--- src/rtl/jtag_dr_regfile_pkg.sv ---
// Shared definitions for the JTAG user-DR register file.
//   Register map addresses, command-register bit positions and helpers
//   that locate the fields inside the data register (DR).
//   No ports: imported by jtag_dr_regfile and jtag_nonce_fifo.
package jtag_comm_pkg;

   localparam int unsigned REG_VERSION  = 0;
   localparam int unsigned REG_NONCE_LO = 1;
   localparam int unsigned REG_NONCE_HI = 2;
   localparam int unsigned REG_STATUS   = 3;
   localparam int unsigned REG_CTRL     = 4;
   localparam int unsigned REG_CMD      = 5;

   localparam int unsigned CMD_CLR_OVF  = 0;
   localparam int unsigned CMD_FLUSH    = 1;

   // DR layout, LSB first: data | addr | wr flag | pad
   function automatic int unsigned dr_width(int unsigned data_w, int unsigned addr_w);
      return data_w + addr_w + 2;
   endfunction

   function automatic int unsigned dr_addr_lsb(int unsigned data_w);
      return data_w;
   endfunction

   function automatic int unsigned dr_wr_bit(int unsigned data_w, int unsigned addr_w);
      return data_w + addr_w;
   endfunction

endpackage

--- src/rtl/jtag_dr_regfile_if.sv ---
// JTAG user-chain signals as seen behind the BSCAN primitive.
//   jt_sel      USER instruction selected
//   jt_capture  Capture-DR
//   jt_shift    Shift-DR
//   jt_update   Update-DR
//   jt_tdi      serial data toward the register file
//   jt_tdo      serial data from the register file
// master: BSCAN side (drives controls, reads tdo); slave: register file.
interface jtag_dr_regfile_if;
   logic jt_sel;
   logic jt_capture;
   logic jt_shift;
   logic jt_update;
   logic jt_tdi;
   logic jt_tdo;

   modport master (
      output jt_sel, jt_capture, jt_shift, jt_update, jt_tdi,
      input  jt_tdo
   );

   modport slave (
      input  jt_sel, jt_capture, jt_shift, jt_update, jt_tdi,
      output jt_tdo
   );
endinterface

--- src/rtl/jtag_dr_regfile_fifo.sv ---
// jtag_nonce_fifo: synchronous first-word-fall-through FIFO for nonces.
//   clk, rst    clock, asynchronous active-high reset
//   push, din   enqueue din; accepted when not full, or when full with a pop
//   pop         dequeue head; ignored when empty
//   flush       empty the FIFO; overrides push and pop
//   head        current head entry (stale when empty)
//   count       entries held, 0..DEPTH
//   full, empty status
module jtag_nonce_fifo
   import jtag_comm_pkg::*;
#(
   parameter int unsigned DEPTH = 8,
   parameter int unsigned WIDTH = 61
) (
   input  logic                     clk,
   input  logic                     rst,
   input  logic                     push,
   input  logic [WIDTH-1:0]         din,
   input  logic                     pop,
   input  logic                     flush,
   output logic [WIDTH-1:0]         head,
   output logic [$clog2(DEPTH):0]   count,
   output logic                     full,
   output logic                     empty
);

   localparam int unsigned PTR_W = $clog2(DEPTH);
   localparam int unsigned CNT_W = PTR_W + 1;

   logic [WIDTH-1:0] mem [DEPTH];
   logic [PTR_W-1:0] wr_ptr;
   logic [PTR_W-1:0] rd_ptr;
   logic             do_push;
   logic             do_pop;

   assign full  = (count == CNT_W'(DEPTH));
   assign empty = (count == '0);
   assign head  = mem[rd_ptr];

   // A pop in the same cycle frees the slot a push into a full FIFO needs.
   assign do_pop  = pop & ~empty & ~flush;
   assign do_push = push & ~flush & (~full | do_pop);

   always_ff @(posedge clk) begin
      if (do_push) mem[wr_ptr] <= din;
   end

   // Power-of-two depth: pointers wrap by natural overflow.
   always_ff @(posedge clk or posedge rst) begin
      if (rst) begin
         wr_ptr <= '0;
         rd_ptr <= '0;
         count  <= '0;
      end else if (flush) begin
         wr_ptr <= '0;
         rd_ptr <= '0;
         count  <= '0;
      end else begin
         if (do_push) wr_ptr <= wr_ptr + 1'b1;
         if (do_pop)  rd_ptr <= rd_ptr + 1'b1;
         count <= count + CNT_W'(do_push) - CNT_W'(do_pop);
      end
   end

endmodule

--- src/rtl/jtag_dr_regfile.sv ---
// jtag_dr_regfile: JTAG user-DR engine giving the host read/write access
// to a small register file, with a nonce FIFO popped by host reads.
//   jt_tck       TCK, sole clock
//   jt_reset     asynchronous active-high reset
//   jtag         user-chain signals (slave modport), tdo = dr[0]
//   nonce_push   enqueue nonce_data this cycle (already in TCK domain)
//   nonce_data   nonce incl. found flag
//   ctrl         writable control register
//   fifo_count   entries held in the nonce FIFO
//   overflow     sticky, set when a push was dropped on a full FIFO
// Writes are accepted only when an odd number of ones was shifted in.
module jtag_dr_regfile
   import jtag_comm_pkg::*;
#(
   parameter int unsigned          DATA_W     = 32,
   parameter int unsigned          ADDR_W     = 4,
   parameter int unsigned          NONCE_W    = 61,
   parameter int unsigned          FIFO_DEPTH = 8,
   parameter logic [DATA_W-1:0]    VERSION    = 32'h01000200,
   parameter logic [DATA_W-1:0]    CTRL_RESET = '0
) (
   input  logic                          jt_tck,
   input  logic                          jt_reset,
   jtag_dr_regfile_if.slave              jtag,
   input  logic                          nonce_push,
   input  logic [NONCE_W-1:0]            nonce_data,
   output logic [DATA_W-1:0]             ctrl,
   output logic [$clog2(FIFO_DEPTH):0]   fifo_count,
   output logic                          overflow
);

   localparam int unsigned DR_W     = dr_width(DATA_W, ADDR_W);
   localparam int unsigned ADDR_LSB = dr_addr_lsb(DATA_W);
   localparam int unsigned WR_BIT   = dr_wr_bit(DATA_W, ADDR_W);

   logic [DR_W-1:0]    dr;
   logic               parity;
   logic [ADDR_W-1:0]  addr_ptr;
   logic [DATA_W-1:0]  rd_data;
   logic [DATA_W-1:0]  nonce_lo_word;
   logic [DATA_W-1:0]  nonce_hi_word;
   logic [DATA_W-1:0]  status_word;

   logic               cap_en;
   logic               sh_en;
   logic               upd_ok;
   logic [ADDR_W-1:0]  dr_addr;
   logic [DATA_W-1:0]  dr_data;
   logic               dr_wr;
   logic               wr_ctrl;
   logic               wr_cmd;
   logic               clr_ovf;

   logic [NONCE_W-1:0] fifo_head;
   logic               fifo_full;
   logic               fifo_empty;
   logic               fifo_pop;
   logic               fifo_flush;
   logic               push_drop;

   assign cap_en  = jtag.jt_sel & jtag.jt_capture;
   assign sh_en   = jtag.jt_sel & ~jtag.jt_capture & jtag.jt_shift;
   // parity starts at 1 on capture, so 0 here means an odd count of ones
   assign upd_ok  = jtag.jt_sel & ~jtag.jt_capture & ~jtag.jt_shift
                  & jtag.jt_update & ~parity;

   assign dr_data = dr[DATA_W-1:0];
   assign dr_addr = dr[ADDR_LSB +: ADDR_W];
   assign dr_wr   = dr[WR_BIT];

   assign wr_ctrl    = upd_ok & dr_wr & (dr_addr == ADDR_W'(REG_CTRL));
   assign wr_cmd     = upd_ok & dr_wr & (dr_addr == ADDR_W'(REG_CMD));
   assign clr_ovf    = wr_cmd & dr_data[CMD_CLR_OVF];
   assign fifo_flush = wr_cmd & dr_data[CMD_FLUSH];

   // Reading the high half retires the nonce; the host reads low first.
   assign fifo_pop  = cap_en & (addr_ptr == ADDR_W'(REG_NONCE_HI)) & ~fifo_empty;
   assign push_drop = nonce_push & fifo_full & ~fifo_pop & ~fifo_flush;

   assign jtag.jt_tdo = dr[0];

   jtag_nonce_fifo #(
      .DEPTH (FIFO_DEPTH),
      .WIDTH (NONCE_W)
   ) u_fifo (
      .clk   (jt_tck),
      .rst   (jt_reset),
      .push  (nonce_push),
      .din   (nonce_data),
      .pop   (fifo_pop),
      .flush (fifo_flush),
      .head  (fifo_head),
      .count (fifo_count),
      .full  (fifo_full),
      .empty (fifo_empty)
   );

   // Valid/overflow flags sit in the MSB; the field in between is zero pad.
   always_comb begin
      nonce_lo_word = '0;
      nonce_hi_word = '0;
      if (!fifo_empty) begin
         nonce_lo_word = DATA_W'(fifo_head);
         nonce_hi_word = DATA_W'(fifo_head >> DATA_W);
         nonce_hi_word[DATA_W-1] = 1'b1;
      end
      status_word = DATA_W'(fifo_count);
      status_word[DATA_W-1] = overflow;
   end

   always_comb begin
      rd_data = '1;
      case (addr_ptr)
         ADDR_W'(REG_VERSION):  rd_data = VERSION;
         ADDR_W'(REG_NONCE_LO): rd_data = nonce_lo_word;
         ADDR_W'(REG_NONCE_HI): rd_data = nonce_hi_word;
         ADDR_W'(REG_STATUS):   rd_data = status_word;
         ADDR_W'(REG_CTRL):     rd_data = ctrl;
         default:               rd_data = '1;
      endcase
   end

   // addr_ptr is one-shot: every capture re-arms it to the all-ones address.
   always_ff @(posedge jt_tck or posedge jt_reset) begin
      if (jt_reset) begin
         dr       <= '0;
         parity   <= 1'b1;
         addr_ptr <= '1;
      end else if (cap_en) begin
         dr       <= DR_W'(rd_data);
         parity   <= 1'b1;
         addr_ptr <= '1;
      end else if (sh_en) begin
         dr       <= {jtag.jt_tdi, dr[DR_W-1:1]};
         parity   <= parity ^ jtag.jt_tdi;
      end else if (upd_ok) begin
         addr_ptr <= dr_addr;
      end
   end

   always_ff @(posedge jt_tck or posedge jt_reset) begin
      if (jt_reset)     ctrl <= CTRL_RESET;
      else if (wr_ctrl) ctrl <= dr_data;
   end

   // A dropped push in the same cycle as a clear leaves overflow set.
   always_ff @(posedge jt_tck or posedge jt_reset) begin
      if (jt_reset)       overflow <= 1'b0;
      else if (push_drop) overflow <= 1'b1;
      else if (clr_ovf)   overflow <= 1'b0;
   end

endmodule

--- src/flat_wrapper.sv ---
// flat-port wrapper written by rule: the top's interface ports become plain ports
module jtag_dr_regfile_flat import jtag_comm_pkg::*;
#(
   parameter int unsigned          DATA_W     = 32,
   parameter int unsigned          ADDR_W     = 4,
   parameter int unsigned          NONCE_W    = 61,
   parameter int unsigned          FIFO_DEPTH = 8,
   parameter logic [DATA_W-1:0]    VERSION    = 32'h01000200,
   parameter logic [DATA_W-1:0]    CTRL_RESET = '0
)
  (jt_tck, jt_reset, nonce_push, nonce_data, ctrl, fifo_count, overflow, jtag_jt_sel, jtag_jt_capture, jtag_jt_shift, jtag_jt_update, jtag_jt_tdi, jtag_jt_tdo);
  jtag_dr_regfile_if jtag_i ();
  input  logic jt_tck;
  input  logic jt_reset;
  input  logic nonce_push;
  input  logic [NONCE_W-1:0] nonce_data;
  output logic [DATA_W-1:0] ctrl;
  output logic [$clog2(FIFO_DEPTH):0] fifo_count;
  output logic overflow;
  input wire logic [$bits(jtag_i.jt_sel)-1:0] jtag_jt_sel;
  input wire logic [$bits(jtag_i.jt_capture)-1:0] jtag_jt_capture;
  input wire logic [$bits(jtag_i.jt_shift)-1:0] jtag_jt_shift;
  input wire logic [$bits(jtag_i.jt_update)-1:0] jtag_jt_update;
  input wire logic [$bits(jtag_i.jt_tdi)-1:0] jtag_jt_tdi;
  output wire logic [$bits(jtag_i.jt_tdo)-1:0] jtag_jt_tdo;
  assign jtag_i.jt_sel = jtag_jt_sel;
  assign jtag_i.jt_capture = jtag_jt_capture;
  assign jtag_i.jt_shift = jtag_jt_shift;
  assign jtag_i.jt_update = jtag_jt_update;
  assign jtag_i.jt_tdi = jtag_jt_tdi;
  assign jtag_jt_tdo = jtag_i.jt_tdo;
  jtag_dr_regfile #(.DATA_W(DATA_W), .ADDR_W(ADDR_W), .NONCE_W(NONCE_W), .FIFO_DEPTH(FIFO_DEPTH), .VERSION(VERSION), .CTRL_RESET(CTRL_RESET)) u_core (.jt_tck(jt_tck), .jt_reset(jt_reset), .jtag(jtag_i), .nonce_push(nonce_push), .nonce_data(nonce_data), .ctrl(ctrl), .fifo_count(fifo_count), .overflow(overflow));
endmodule
--- config.mk ---
export PLATFORM = sky130hd
export DESIGN_NAME = jtag_dr_regfile_flat
export DESIGN_NICKNAME = d
export VERILOG_FILES = /design/src/rtl/jtag_dr_regfile_pkg.sv /design/src/rtl/jtag_dr_regfile_if.sv /design/src/rtl/jtag_dr_regfile_fifo.sv /design/src/rtl/jtag_dr_regfile.sv /design/src/flat_wrapper.sv
export SDC_FILE = /design/constraint.sdc
export NUM_CORES = 1
export LEC_CHECK = 0
export CORE_UTILIZATION = 65
export DETAILED_ROUTE_END_ITERATION = 16
export GPL_TIMING_DRIVEN = 0
export HOLD_SLACK_MARGIN = 0.12
export PLACE_DENSITY = 0.85
export SYNTH_ARGS = -nofsm -noshare
export SYNTH_HDL_FRONTEND = slang
export SYNTH_SLANG_ARGS = --single-unit
--- constraint.sdc ---
create_clock -name jt_tck -period 17.55 [get_ports jt_tck]
set_input_delay 2.6325 -clock jt_tck [delete_from_list [all_inputs] [get_ports jt_tck]]
set_output_delay 2.6325 -clock jt_tck [all_outputs]
set_load 0.02 [all_outputs]
======== After elaboration in Yosys (flattened, before gate mapping) ========
Memories as Yosys holds them, arrays and structs flattened.
Cells that the tools add are included.
operators by class
  equality and inequality tests ........... 8
  magnitude comparators ................... 0
  mux-type cells .......................... 19
  divide/modulo/power cells ............... 0
  $add $sub $neg .......................... 4
  shift-type cells ........................ 0
  multiply operators ...................... 0
  bitwise operators ....................... 29
  reductions and logical operators ........ 8
operator list
  cell                                                  number
  case mux 32 bit (5 select lines)                      1
  two-way mux 38 bit                                    2
  two-way mux 32 bit                                    2
  AND 1 bit                                             20
  two-way mux 4 bit                                     4
  equality test 4 x 3 -> 1 bit (second input constant)  3
  two-way mux 3 bit                                     4
  nonzero test 2 bit                                    5
  equality test 4 x 2 -> 1 bit (second input constant)  2
  zero test 4 bit                                       2
  NOT 1 bit                                             7
  adder 3 x 1 -> 3 bit (second input constant)          2
  two-way mux 1 bit                                     6
  adder 4 x 1 -> 4 bit                                  1
  equality test 4 x 1 -> 1 bit (second input constant)  1
  equality test 4 bit (second input constant)           1
  subtractor 4 x 1 -> 4 bit                             1
  != test 2 x 1 -> 1 bit (second input constant)        1
  AND reduction 2 bit                                   1
  bitwise OR 1 bit                                      1
  bitwise XOR 1 bit                                     1
storage, ports and cells
  bits of input ports ..................... 69
  bits in latches ......................... 0
  word-level logic and storage cells ...... 77
  output and inout port bits .............. 38
  memories ................................ 1
  memory bits (read-only) ................. 0
  register bits after elaboration ......... 86
  memory bits (writable) .................. 488
memories
  name               words  bits a word  read ports  clocked after memory_dff  wr ports  line                        text
  u_core.u_fifo.mem  8      61           1           0                         1         jtag_dr_regfile_fifo.sv:30  logic [WIDTH-1:0] mem [DEPTH];

======== Logic depth before layout (Yosys ltp) ========
  depth in word-level cells ............... 15
  mapped depth ............................ 12
  depth with buffers taken out ............ 11

======== By module ========
A second synthesis with hierarchy kept.
unflattened totals
  cell total of the unflattened synthesis .. 1,155
  area total of the unflattened synthesis .. 23,082.1 µm²
by module, submodules not included
  module           seq. area each (µm²)  cells an instance  area an instance (µm²)  times used
  jtag_nonce_fifo  14,904.3              792                19,053.3                1
  jtag_dr_regfile  1,908.1               363                4,028.9                 1

======== Worst setup path after synthesis ========
OpenSTA, ideal clock, no wires.
  path type ............................... input-to-reg
  start ................................... input port jtag_jt_capture
  end ..................................... memory u_core.u_fifo.mem[1][0] (enable)
  setup time .............................. 0.555 ns
  data required time ...................... 16.995 ns
  data arrival time ....................... 7.793 ns
  cell stages on the path ................. 6
  path slack .............................. 9.202 ns
  buffers on the path ..................... 1
  cell sequence ........................... buf_2 > nand2_1 > o311ai_4 > and2_1 > nand3_1 > nor3_1
between the ends
  longest elaborated chain between the ends .. 14
  elaborated cells between the ends (all ways) .. 19
  classes of those cells .................. mux: 2; bitwise: 17
RTL lines
  what                                       line                                                    text
  start, declared                            flat_wrapper.sv:21                                      input wire logic [$bits(jtag_i.jt_capture)-1:0] jtag_jt_capture;
  NOT 1 bit                                  jtag_dr_regfile.sv:64                                   assign upd_ok = jtag.jt_sel & ~jtag.jt_capture & ~jtag.jt_shift
  AND 1 bit (2 in series)                    jtag_dr_regfile.sv:64
  AND 1 bit (2 in series)                    jtag_dr_regfile.sv:65                                   & jtag.jt_update & ~parity;
  AND 1 bit (2 in series)                    jtag_dr_regfile.sv:72                                   assign wr_cmd = upd_ok & dr_wr & (dr_addr == ADDR_W'(REG_CMD));
  AND 1 bit                                  jtag_dr_regfile.sv:74                                   assign fifo_flush = wr_cmd & dr_data[CMD_FLUSH];
  NOT 1 bit                                  jtag_dr_regfile_fifo.sv:41, jtag_dr_regfile_fifo.sv:42
  AND 1 bit                                  jtag_dr_regfile_fifo.sv:41                              assign do_pop = pop & ~empty & ~flush;
  bitwise OR 1 bit                           jtag_dr_regfile_fifo.sv:42                              assign do_push = push & ~flush & (~full | do_pop);
  AND 1 bit *                                jtag_dr_regfile_fifo.sv:42
  two-way mux 1 bit *                        jtag_dr_regfile_fifo.sv:45                              if (do_push) mem[wr_ptr] <= din;
  two-way mux 1 bit (implied by the code) *  jtag_dr_regfile_fifo.sv:45
  end, declared                              jtag_dr_regfile_fifo.sv:30
Every way passes the cells marked *; elsewhere a longest branch is shown, timed or not.

======== Final worst setup path ========
  start ................................... input port jtag_jt_capture
  end ..................................... memory u_core.u_fifo.mem[3][38] (enable)
The elaborated chain is that of the path after synthesis.

==> implementation parameters <==
Parameter                              Value

Status
  Result of the run    complete, no violations

Clocking
  Setup bufs post-CTS    0
  Clock transition at the register clock pins on the worst setup and hold paths after CTS    roughly 60 ps
  Total number of clock tree sinks    574
  Hold Buf Count CTS    0
  Clock latency on the worst-skew pair    580 ps
  Clock tree root driver cell    sky130_fd_sc_hd__clkbuf_16
  Resized Gates After CTS    0
  Max Root-Sink Buffers    3
  Clock buffers created by TritonCTS    53
  H-tree depth reported by CTS    2
  TritonCTS clock tree    yes

Timing
  Final setup violation count    0
  Final worst path period need    around 5600 ps
  Final Hold Viols    0
  RSZ-0062 raised after global routing    false
  Upper clock frequency limit    0.180 GHz
  Worst max-slew margin expressed relative to the limit    0.237
  Period Utilization, post-route    0.317
  Actual slew at the worst max-slew pin    around 1100 ps
  Worst clock skew    around 18 ps
  Final setup slack of the worst path    11,990 ps
  Final setup TNS    0 ps
  Number of max-slew violations in the final report    0

Global route
  Overflow left after global routing    0
  Global-route wire length before repair    85,700 um
  Antenna violations before repair    2
  Pin count of the biggest net entering global routing    50
  Met2 track demand over resource in global routing    0.535
  Vias in the first global route    around 13,000
  GRT Util Overall    0.334
  Met3 layer usage reported by global route    0.0738
  Layer with the highest usage after global routing    met2
  Met1 Use GR    0.459

Yosys
  Total of flip-flops plus latches after synthesis    574
  Fraction of post-synthesis cell area in the top cell type by area    0.648
  Portion of the post-synthesis area used by sequential elements    0.743
  Number of nets produced by synthesis    1,261
  Distinct cell type count of the synthesized netlist    between 60 and 70
  Primary FF master, synth    sky130_fd_sc_hd__edfxtp_1
  FFs w/ async S/R, synth    0.150
  Cell count after synthesis    ~1,200
  Synth Warn #    0
  Main area contributors after synthesis    sky130_fd_sc_hd__edfxtp_1, sky130_fd_sc_hd__mux4_2, sky130_fd_sc_hd__dfrtp_1, sky130_fd_sc_hd__mux2_2, sky130_fd_sc_hd__nand4_1
  Library cell occupying the most area in the post-synthesis netlist    sky130_fd_sc_hd__edfxtp_1
  Post-Syn Area per Cell    19.1 sq um
  Number of enable-type register cells in the synthesized netlist    488
  Combined area of all synthesized cells    around 23,000 sq um

Placed design
  Post-Place Worst Slack    11,430 ps
  Number of buffers added on ports    104
  GPL Wtd Cong    about 0.91
  HPWL reported at the end of detailed placement    36,500 um

Die
  Site row count    67
  Vertical die dimension    189 um
  Horizontal die dimension    189 um
  Initial Util    0.668
  Total core area    33,900 sq um
  Total die area    35,500 sq um
  Ports placed on the boundary    107

Drt
  Count of unresolved DRC violations after routing    0
  Total length of routed wires    57,600 um
  DR iter-0 viols    2,122
  Via Count    13,233
  Vias per inst    between 7 and 8
  First-pass iteration count of the detailed router    6
  WL/cell    around 31 um
  Number of antenna-violating nets in the routed design    0

Layout
  Leading cell type in the layout, fill and taps excluded    sky130_fd_sc_hd__edfxtp_1
  Most frequent cells in the layout    sky130_fd_sc_hd__edfxtp_1, sky130_fd_sc_hd__mux4_2, sky130_fd_sc_hd__clkdlybuf4s50_1
  Sequential cell area    16,800 sq um
  Fill cell total of the finished layout    around 1,700
  Layout cell share with drive strength beyond 1    0.218
  Multi-input combinational cell area    5480 sq um
  Layout overhead on the synthesized area    16.6%
  Final Net Count    about 1,400

Power and ir drop
  Cell leakage power    8.74 nW
  Cell Pwr Density    127 nW/um^2
  Worst IR drop on VDD    0.0836 mV

Min path
  Type of the worst min-delay path    flop to flop
  Endpoint of the worst hold-timing path    u_core.dr[3]$_DFFE_PP0P_
  Start point of the worst min-delay path    u_core.dr[3]$_DFFE_PP0P_
  Cell count of the worst hold path    2

Setup path
  Largest fanout on the critical path    27
  Capture instance of the worst register-to-register path    u_core.u_fifo.mem[3][38]$_DFFE_PP_
  Worst r2r path cells    8
  Required @ worst endpoint    approximately 18,000 ps
  CP Launch Type    input port
  Reg-to-reg startpoint    u_core.addr_ptr[3]$_DFFE_PP1P_
  Arrival time at the worst endpoint    5820 ps
  Kind of end point of the critical path    flop
  Setup slack on the worst flop-to-flop path    14,100 ps
  Critical path class    input port to flop

Flow run
  Count of maximum capacitance violations    0
-- report_power, final --
| group | switching [mW] | internal [mW] |
|---|---|---|
| combinational | 0.302 | 0.188 |
| clock | 0.485 | 0.618 |
| sequential | 0.0754 | 1.68 |
-- through the flow --
stage,utilization,hold slack [ps],total power [mW],std cells,instance area (sq um)
floorplan,-,467,2.02,1184,22600
finish,0.779,509,3.35,1861,26400
global route,0.779,543,3.43,1860,26400
global placement,0.715,486,2.19,1736,24200
CTS,0.779,508,3.35,1860,26400
detailed placement,0.730,490,2.25,1761,24700
-- sequential cells by signal, indices dropped and copies added (netlist names) --
name and cells:
u_core.u_fifo.mem 488, u_core.dr 38, u_core.ctrl 32, u_core.addr_ptr 4, u_core.u_fifo.count 4, u_core.u_fifo.rd_ptr 3, u_core.u_fifo.wr_ptr 3, u_core.overflow 1
u_core.parity 1
-- worst max-delay path by stage --
stage                                from                                  to  slack [ps]  cells after the start
after floorplan           jtag_jt_capture   u_core.u_fifo.mem[1][0]$_DFFE_PP_        9200                      6
after global placement    jtag_jt_capture  u_core.u_fifo.mem[1][10]$_DFFE_PP_        4560                      7
after detailed placement  jtag_jt_capture  u_core.u_fifo.mem[3][10]$_DFFE_PP_       11430                      9
after CTS                 jtag_jt_capture  u_core.u_fifo.mem[3][38]$_DFFE_PP_       12000                      9
after global routing      jtag_jt_capture  u_core.u_fifo.mem[3][38]$_DFFE_PP_       11870                      9
final                     jtag_jt_capture  u_core.u_fifo.mem[3][38]$_DFFE_PP_       11990                      9
-- synthesized netlist by cell type, drive strengths merged (12+ instances only) --
library cell  number
a221oi            16
edfxtp           488
nor3              12
nor2              33
a21oi             36
o21ai             12
buf               44
nand2             66
dfrtp             81
clkbuf            29
nand4             50
nand3             12
o31ai             24
mux2              32
a22oi             14
mux4             118
-- area by class of cell --
cell class,instances,share of cell area
tap,448,0.0212
clock buffer,85,0.0587
multi-input combinational,526,0.208
sequential,574,0.637
timing repair buffer,129,0.0563
buffer,73,0.0129
clock inverter,14,0.00408
antenna,1,0.0000948
inverter,11,0.00166
-- worst max-delay path, stage by stage --
cell and delay, ps:
sky130_fd_sc_hd__clkdlybuf4s50_1 520, sky130_fd_sc_hd__buf_2 250, sky130_fd_sc_hd__nand2_1 260, sky130_fd_sc_hd__o311ai_4 370
sky130_fd_sc_hd__and2_1 260, sky130_fd_sc_hd__nand3_1 320, sky130_fd_sc_hd__nor2_4 660, sky130_fd_sc_hd__buf_12 270
sky130_fd_sc_hd__buf_12 240
-- logic make-up (layout without fill, tap and decap cells) --
logic type                 Yosys count  in the layout  synth area share
other                                0              1                 0
and+or+nand+nor                    208            208            0.0486
buffers and inverters               84            312            0.0168
DFF                                574            574             0.743
AOI/OAI and AO/OA                  145            145            0.0467
adders and majority gates            8              8           0.00476
muxes                              160            160             0.138
xor gates and xnor gates             5              5           0.00194
-- per-layer routing --
| layer | vias to the layer above | routed length (um) | share of wire |
|---|---|---|---|
| met2 | 1119 | 28000 | 0.49 |
| li1 | 5256 | - | - |
| met3 | 197 | 6870 | 0.12 |
| met5 | - | 12 | 0.00021 |
| met4 | 2 | 2130 | 0.037 |
| met1 | 6659 | 20600 | 0.36 |
Power figures use the tool's default switching activity.
